$ cat src/rtl/ifetch_pkg.sv
// Shared fetch definitions: word size, immediate-format encodings, opcodes, default reset PC.
// Latency: n/a (definitions only).
// Backpressure: n/a.
`ifndef IFETCH_DEFS_SVH
`define IFETCH_DEFS_SVH
`define WORDSIZE 32
`define EXTNR_R 2'b00
`define EXTNR_I 2'b01
`define EXTNR_S 2'b10
`define EXTNR_B 2'b11
`endif

package ifetch_pkg;

    localparam int WORD_W = `WORDSIZE;
    localparam logic [`WORDSIZE-1:0] RESET_PC_DEFAULT = 32'h0000_0000;

    // Immediate-format select encodings
    localparam logic [1:0] IMM_R = `EXTNR_R;
    localparam logic [1:0] IMM_I = `EXTNR_I;
    localparam logic [1:0] IMM_S = `EXTNR_S;
    localparam logic [1:0] IMM_B = `EXTNR_B;

    // Opcodes that carry an I/S/B immediate
    localparam logic [6:0] OP_BRANCH = 7'b1100011;
    localparam logic [6:0] OP_STORE  = 7'b0100011;
    localparam logic [6:0] OP_OPIMM  = 7'b0010011;
    localparam logic [6:0] OP_LOAD   = 7'b0000011;
    localparam logic [6:0] OP_JALR   = 7'b1100111;

    // LUI, AUIPC, JAL, system and register ops all map to the R select
    function automatic logic [1:0] imm_sel(input logic [6:0] opcode);
        logic [1:0] sel;
        case (opcode)
            OP_BRANCH: sel = IMM_B;
            OP_STORE:  sel = IMM_S;
            OP_OPIMM,
            OP_LOAD,
            OP_JALR:   sel = IMM_I;
            default:   sel = IMM_R;
        endcase
        return sel;
    endfunction

endpackage

$ cat src/rtl/ifetch_fifo.sv
// Synchronous FIFO of DEPTH entries (DEPTH a power of two) with synchronous flush.
// Latency: a push at edge N is visible at the head from cycle N+1.
// Backpressure: push on full is dropped unless a pop happens in the same cycle; pop on empty is ignored.
module ifetch_fifo #(
    parameter int W     = 64,
    parameter int DEPTH = 2
) (
    input  logic         clk,
    input  logic         rst_n,
    input  logic         flush,
    input  logic         push,
    input  logic [W-1:0] push_dat,
    input  logic         pop,
    output logic [W-1:0] head_dat,
    output logic         empty,
    output logic         full,
    output logic [2:0]   count
);

    localparam int AW = (DEPTH > 1) ? $clog2(DEPTH) : 1;
    localparam logic [2:0] DEPTH_C = 3'(DEPTH);

    logic [W-1:0]  mem [DEPTH];
    logic [AW-1:0] wr_ptr;
    logic [AW-1:0] rd_ptr;
    logic          do_push;
    logic          do_pop;

    assign empty    = (count == 3'd0);
    assign full     = (count == DEPTH_C);
    assign do_push  = push & (~full | pop);
    assign do_pop   = pop & ~empty;
    assign head_dat = mem[rd_ptr];

    // Storage write; no reset needed since the head is only trusted when not empty
    always_ff @(posedge clk) begin
        if (do_push && !flush) begin
            mem[wr_ptr] <= push_dat;
        end
    end

    // Pointer and occupancy tracking; flush discards everything including a same-cycle push
    always_ff @(posedge clk or negedge rst_n) begin
        if (!rst_n) begin
            wr_ptr <= '0;
            rd_ptr <= '0;
            count  <= 3'd0;
        end else if (flush) begin
            wr_ptr <= '0;
            rd_ptr <= '0;
            count  <= 3'd0;
        end else begin
            if (do_push) begin
                wr_ptr <= wr_ptr + 1'b1;
            end
            if (do_pop) begin
                rd_ptr <= rd_ptr + 1'b1;
            end
            case ({do_push, do_pop})
                2'b10:   count <= count + 3'd1;
                2'b01:   count <= count - 3'd1;
                default: count <= count;
            endcase
        end
    end

endmodule

$ cat src/rtl/ifetch.sv
// Instruction fetch: PC, credit-limited imem requests, PC-tagged response FIFO, imm-format predecode.
// Latency: a response captured at edge N is presented on inst_* from cycle N+1; imm_ops is combinational from the head.
// Backpressure: requests stop when in-flight plus buffered reaches DEPTH; inst_ready low holds the head. IFETCH_MISALIGN_TRAP_EN enables the misaligned-redirect trap.
module ifetch
    import ifetch_pkg::*;
#(
    parameter logic [`WORDSIZE-1:0] RESET_PC = RESET_PC_DEFAULT,
    parameter int                   DEPTH    = 2
) (
    input  logic                 clk,
    input  logic                 rst_n,
    output logic                 imem_req_valid,
    input  logic                 imem_req_ready,
    output logic [`WORDSIZE-1:0] imem_addr,
    input  logic                 imem_rsp_valid,
    input  logic [`WORDSIZE-1:0] imem_rsp_data,
    input  logic                 redirect_valid,
    input  logic [`WORDSIZE-1:0] redirect_pc,
    output logic                 inst_valid,
    input  logic                 inst_ready,
    output logic [`WORDSIZE-1:0] inst,
    output logic [`WORDSIZE-1:0] inst_pc,
    output logic [1:0]           imm_ops,
    output logic                 fetch_fault
);

    localparam logic [2:0] DEPTH_C = 3'(DEPTH);
    localparam int         DW      = 2 * `WORDSIZE;

    logic [`WORDSIZE-1:0] pc;
    logic [`WORDSIZE-1:0] redir_target;
    logic [`WORDSIZE-1:0] pcq_head;
    logic [DW-1:0]        fifo_head;
    logic [2:0]           infl_cnt;
    logic [2:0]           infl_next;
    logic [2:0]           drop_cnt;
    logic [2:0]           occ;
    logic [2:0]           pcq_count;
    logic                 fault_q;
    logic                 req_hs;
    logic                 live_rsp;
    logic                 do_pop;
    logic                 fifo_empty;
    logic                 fifo_full;
    logic                 pcq_empty;
    logic                 pcq_full;

    // Credits: every issued request is guaranteed a FIFO slot, dropped ones included until they return
    assign imem_req_valid = ((infl_cnt + occ) < DEPTH_C) && !fault_q;
    assign imem_addr      = pc;
    assign req_hs         = imem_req_valid & imem_req_ready;

    // A redirect turns any same-cycle response into a dropped one and cancels a same-cycle pop
    assign live_rsp = imem_rsp_valid & (drop_cnt == 3'd0) & ~redirect_valid;
    assign do_pop   = inst_valid & inst_ready & ~redirect_valid;

    assign inst_valid = ~fifo_empty;
    assign inst       = inst_valid ? fifo_head[DW-1 -: `WORDSIZE] : '0;
    assign inst_pc    = inst_valid ? fifo_head[`WORDSIZE-1:0] : '0;
    assign imm_ops    = imm_sel(inst[6:0]);

`ifdef IFETCH_MISALIGN_TRAP_EN
    assign redir_target = redirect_pc;

    // Fault is set by a misaligned redirect and cleared by the next aligned one
    always_ff @(posedge clk or negedge rst_n) begin
        if (!rst_n) begin
            fault_q <= 1'b0;
        end else if (redirect_valid) begin
            fault_q <= |redirect_pc[1:0];
        end
    end
`else
    assign redir_target = redirect_pc & ~32'h3;
    assign fault_q      = 1'b0;
`endif

    assign fetch_fault = fault_q;

    // Outstanding request count after this cycle's handshake and response
    always_comb begin
        infl_next = infl_cnt;
        if (req_hs) begin
            infl_next = infl_next + 3'd1;
        end
        if (imem_rsp_valid) begin
            infl_next = infl_next - 3'd1;
        end
    end

    // PC, in-flight and drop bookkeeping; redirect marks everything still outstanding as stale
    always_ff @(posedge clk or negedge rst_n) begin
        if (!rst_n) begin
            pc       <= RESET_PC;
            infl_cnt <= 3'd0;
            drop_cnt <= 3'd0;
        end else begin
            infl_cnt <= infl_next;
            if (redirect_valid) begin
                pc       <= redir_target;
                drop_cnt <= infl_next;
            end else begin
                if (req_hs) begin
                    pc <= pc + 32'd4;
                end
                if (imem_rsp_valid && drop_cnt != 3'd0) begin
                    drop_cnt <= drop_cnt - 3'd1;
                end
            end
        end
    end

    // PC of each live outstanding request, popped as its response returns
    ifetch_fifo #(
        .W     (`WORDSIZE),
        .DEPTH (DEPTH)
    ) u_pcq (
        .clk      (clk),
        .rst_n    (rst_n),
        .flush    (redirect_valid),
        .push     (req_hs),
        .push_dat (pc),
        .pop      (live_rsp),
        .head_dat (pcq_head),
        .empty    (pcq_empty),
        .full     (pcq_full),
        .count    (pcq_count)
    );

    // Returned instructions paired with their PC, waiting for decode
    ifetch_fifo #(
        .W     (DW),
        .DEPTH (DEPTH)
    ) u_ifq (
        .clk      (clk),
        .rst_n    (rst_n),
        .flush    (redirect_valid),
        .push     (live_rsp),
        .push_dat ({imem_rsp_data, pcq_head}),
        .pop      (do_pop),
        .head_dat (fifo_head),
        .empty    (fifo_empty),
        .full     (fifo_full),
        .count    (occ)
    );

`ifndef SYNTHESIS
    // Memory must not answer a request that was never made
    a_rsp_without_req: assert property (@(posedge clk) disable iff (!rst_n)
        !(imem_rsp_valid && infl_cnt == 3'd0));
    // Credits guarantee a slot for every live response
    a_rsp_fifo_full: assert property (@(posedge clk) disable iff (!rst_n)
        !(live_rsp && fifo_full && !do_pop));
    a_pcq_under: assert property (@(posedge clk) disable iff (!rst_n)
        !(live_rsp && pcq_empty));
    a_pcq_over: assert property (@(posedge clk) disable iff (!rst_n)
        !(req_hs && !redirect_valid && pcq_full && !live_rsp));
    // Every outstanding request is either tagged or scheduled to be dropped
    a_infl_split: assert property (@(posedge clk) disable iff (!rst_n)
        ((pcq_count + drop_cnt) == infl_cnt));
`endif

endmodule

$ cat config.mk
export PLATFORM = sky130hd
export DESIGN_NAME = ifetch
export DESIGN_NICKNAME = d
export VERILOG_FILES = /design/src/rtl/ifetch_pkg.sv /design/src/rtl/ifetch_fifo.sv /design/src/rtl/ifetch.sv
export SDC_FILE = /design/constraint.sdc
export NUM_CORES = 1
export LEC_CHECK = 0
export BUFFER_PORTS_ARGS = -buffer_cell sky130_fd_sc_hd__buf_2
export CORE_MARGIN = 2
export CORE_UTILIZATION = 45
export DETAILED_ROUTE_END_ITERATION = 7
export PLACE_DENSITY = 0.7
export SKIP_CTS_REPAIR_TIMING = 1
export SLEW_MARGIN = 20
export SYNTH_ARGS = -nofsm -noshare
export SYNTH_HDL_FRONTEND = slang
export SYNTH_SLANG_ARGS = --single-unit
export TNS_END_PERCENT = 50
$ cat constraint.sdc
create_clock -name clk -period 9.85 [get_ports clk]
set_input_delay 2.955 -clock clk [delete_from_list [all_inputs] [get_ports clk]]
set_output_delay 2.955 -clock clk [all_outputs]
set_load 0.02 [all_outputs]
==> impl_metrics.toml <==
[sta]
worstMarginPinSlew_ns = 1.03
min_period_over_period_pct = 60.2
slew_violations = 0
setup_tns_ns = 0
clock_skew_ns = 0.00848
period_minus_slack_ns = 5.93
hold_viol = 0
relSlewSlack_pct = 30.8
setup_viol = 0
max_freq_mhz = 169
rsz0062_at_grt = "no"

[final_layout]
syn_to_final_growth_pct = 19.0
utilization_pct = 54.6
final_area_mm2 = 0.0119
fin_nets = 968
layout-drive-gt1-share_pct = 28.4

[route]
drtIter0Drc = 461
antenna_left = 0
drt-total-wl_um = 21400
detail_route.wl_per_cell_um = 18.0
num_vias = 6522
remaining_drc_errors = 0
vias_per_cell = 5.49
drt-pass1-iter-count = 6

[yosys]
ys.flop_type = "edfxtp_1"
synth_top_area_share_pct = 55.2
ys_ff_latch = 230
synthCells = 733
ys_seq_area_share_pct = 66.7
netlist_top_cells_area = "edfxtp_1 55%, dfrtp_1 12%, mux2i_1 6.5%, mux2_2 3.7%, nor2_1 3.3%"
async_reset_ff_share_pct = 20.0
netlist_area_mm2 = 0.0100
synth.largest_area_cell = "edfxtp_1"
syn_avg_cell_area_um2 = 13.6
synth-edff-count = 184
yosys_warnings = 0
synth.distinct_cells = 55

[setup_path]
path_cells = "buf_4 > mux2i_1 > nor2_1 > or3_1 > a21oi_1 > buf_2"
arrival_ns = 2.97
cp_max_fo = 41
startpoint_type = "flip-flop"
crit_buf_inv = 2
slowest_stage = "dfrtp_4"
critPathRequiredTime_ns = 6.90
crit_type = "flip-flop to output port"
path_delay_family = "buffers and inverters"
end_kind = "output port"
max_stage_delay_ns = 0.72

[floorplanning]
die_area_mm2 = 0.0234
fp.coreArea_mm2 = 0.0218
rows = 54
die_y_um = 153
die_w_um = 153
initial_utilization_pct = 45.8
ioPinCount = 171

[pwr]
power_frac_seq_pct = 40.1
pwr_density_cell_mw_per_mm2 = 262
power_switching_uw = 1070
p_int_uw = 2050
p_sw_share_pct = 34.2
combPwrFrac_pct = 30.8
p_clk_share_pct = 29.1
peakVddDrop_mv = 0.156
p_leak_uw = 0.00439

[clock_tree]
root_buffer = "clkbuf_16"
cts_made_buffers = 24
cts.htree.levels = 1
cts_tree = "done"
cts_sinks = 230
clk_latency_ns = 0.51
clkTransAtPathRegs_ns = 0.06
cts_buffer_depth = 3

[global_route]
grt_pass1_wl_um = 33700
grt_max_degree = 63
gr-total-overflow = 0
antenna_found_initial = 1
track_usage_pct = 17.9
grt_pass1_vias = 6311

[hold_path]
hold_class = "flip-flop to flip-flop"

[outcome]
status = "finished, final reports clean"

[flow_run]
max-cap-violations = 0

[placement]
gp_congestion = 0.819
hpwl_um = 13600
post_dp_cell_area_mm2 = 0.0111
port_buffers = 163
[final cells by class]
cell class	instances	area (um2)
antenna	1	2.50
fill	1816	9910
multi-input combinational	444	3110
tap	280	350
inverter	17	63.8
sequential	230	6680
clock buffer	26	629
timing repair buffer	173	891
clock inverter	18	185
[power groups by stage]
stage | combinational, uW | clock, uW | sequential (uW)
final | 961 | 909 | 1250
after global routing | 1050 | 971 | 1270
after CTS | 973 | 929 | 1250
after detailed placement | 970 | 0 | 1270
after global placement | 958 | 0 | 1270
after floorplan | 691 | 0 | 1240
[final timing paths]
path | slack [ns] | endpoint | depth (start not counted) | startpoint
min in group asynchronous | 2.54 | imem_addr[29]$_DFFE_PN0N_ | 2 | rst_n
setup reg to reg | 6.12 | u_pcq.count[2]$_DFFE_PN0P_ | 10 | u_ifq.count[0]$_DFFE_PN0P_
max in group asynchronous | 6.82 | u_ifq.rd_ptr$_DFFE_PN0P_ | 2 | rst_n
hold reg to reg | 0.55 | u_pcq.rd_ptr$_DFFE_PN0P_ | 2 | u_pcq.rd_ptr$_DFFE_PN0P_
hold / removal | 0.55 | u_pcq.rd_ptr$_DFFE_PN0P_ | 2 | u_pcq.rd_ptr$_DFFE_PN0P_
setup / recovery | 3.92 | imm_ops[0] | 6 | u_ifq.rd_ptr$_DFFE_PN0P_
[sequential cells by signal (all words and copies together) (netlist names)]
| register | cells |
|---|---|
| drop_cnt | 3 |
| imem_addr | 30 |
| infl_cnt | 3 |
| u_ifq.count | 3 |
| u_ifq.mem | 124 |
| u_ifq.rd_ptr | 1 |
| u_ifq.wr_ptr | 1 |
| u_pcq.count | 3 |
| u_pcq.mem | 60 |
| u_pcq.rd_ptr | 1 |
| u_pcq.wr_ptr | 1 |
[per-stage QoR]
step | hold WS [ns] | setup WS (ns) | total power, uW | std cells
6_report | 0.547 | 3.92 | 3120 | 1189
5_1_grt | 0.577 | 3.74 | 3290 | 1188
4_1_cts | 0.552 | 3.87 | 3150 | 1188
3_5_place_dp | 0.538 | 4.41 | 2240 | 1144
3_3_place_gp | 0.523 | 4.43 | 2230 | 1144
2_1_floorplan | 0.519 | 2.60 | 1930 | 737
[Yosys cell counts, drive strengths merged (3+ instances only)]
master and number:
nor3 13, buf 16, dfrtp 46, nor2b 6
edfxtp 184, nand3 21, and2 6, or3 9
a311o 3, clkbuf 30, o31ai 9, inv 16
nand3b 3, or2 3, o21ai 27, and3 5
nor2 89, o311ai 3, o211ai 3, ha 5
a21oi 11, nor4 6, nand2b 4, mux2i 65
xnor2 9, xor2 6, nor3b 3, mux2 33
or4 14, fa 3, a31oi 18, nand4 17
nand2 22
[tightest hold or removal path, delay by kind of cell, from the launching register on]
family / cells / cell delay [ns]
and+or+nand+nor: 1 / 0.08
xor gates and xnor gates: 1 / 0.07
DFF: 1 / 0.36
[layout by cell type, fill, tap and decap left out, types with 5 or more instances in the layout]
cell type,count
a21oi_1,11
a31oi_1,18
and2_1,5
and3_1,5
buf_2,163
buf_4,10
clkbuf_16,25
clkinv_2,6
conb_1,5
dfrtp_1,45
edfxtp_1,184
ha_1,5
inv_1,16
mux2_2,33
mux2i_1,65
nand2_1,22
nand3_1,21
nand4_1,17
nor2_1,89
nor2b_1,6
nor3_1,11
nor4_1,5
o21ai_0,27
o31ai_1,9
or3_1,9
or4_1,14
xnor2_1,9
xor2_1,6
[cells by family (layout without fill, tap and decap cells)]
logic type                 count (synthesis)  count (layout)  synth area share, %
other                                      1               6               0.0375
and+or+nand+nor                          227             227                 11.4
adders and majority gates                  8               8                 1.23
muxes                                     98              98                 10.2
AOI/OAI and AO/OA                         88              88                 5.72
xor gates and xnor gates                  18              18                 2.00
DFF                                      230             230                 66.7
buffers and inverters                     63             234                 2.68
[per-layer routing]
layer	share of wire, %	wire length, um	GRT usage (%)
met5	0	0	0
met4	2.8	603	6.26
met3	7.0	1510	3.49
met2	48	10200	29.2
met1	42	9100	24.2
(Power assumes the default switching activity.)
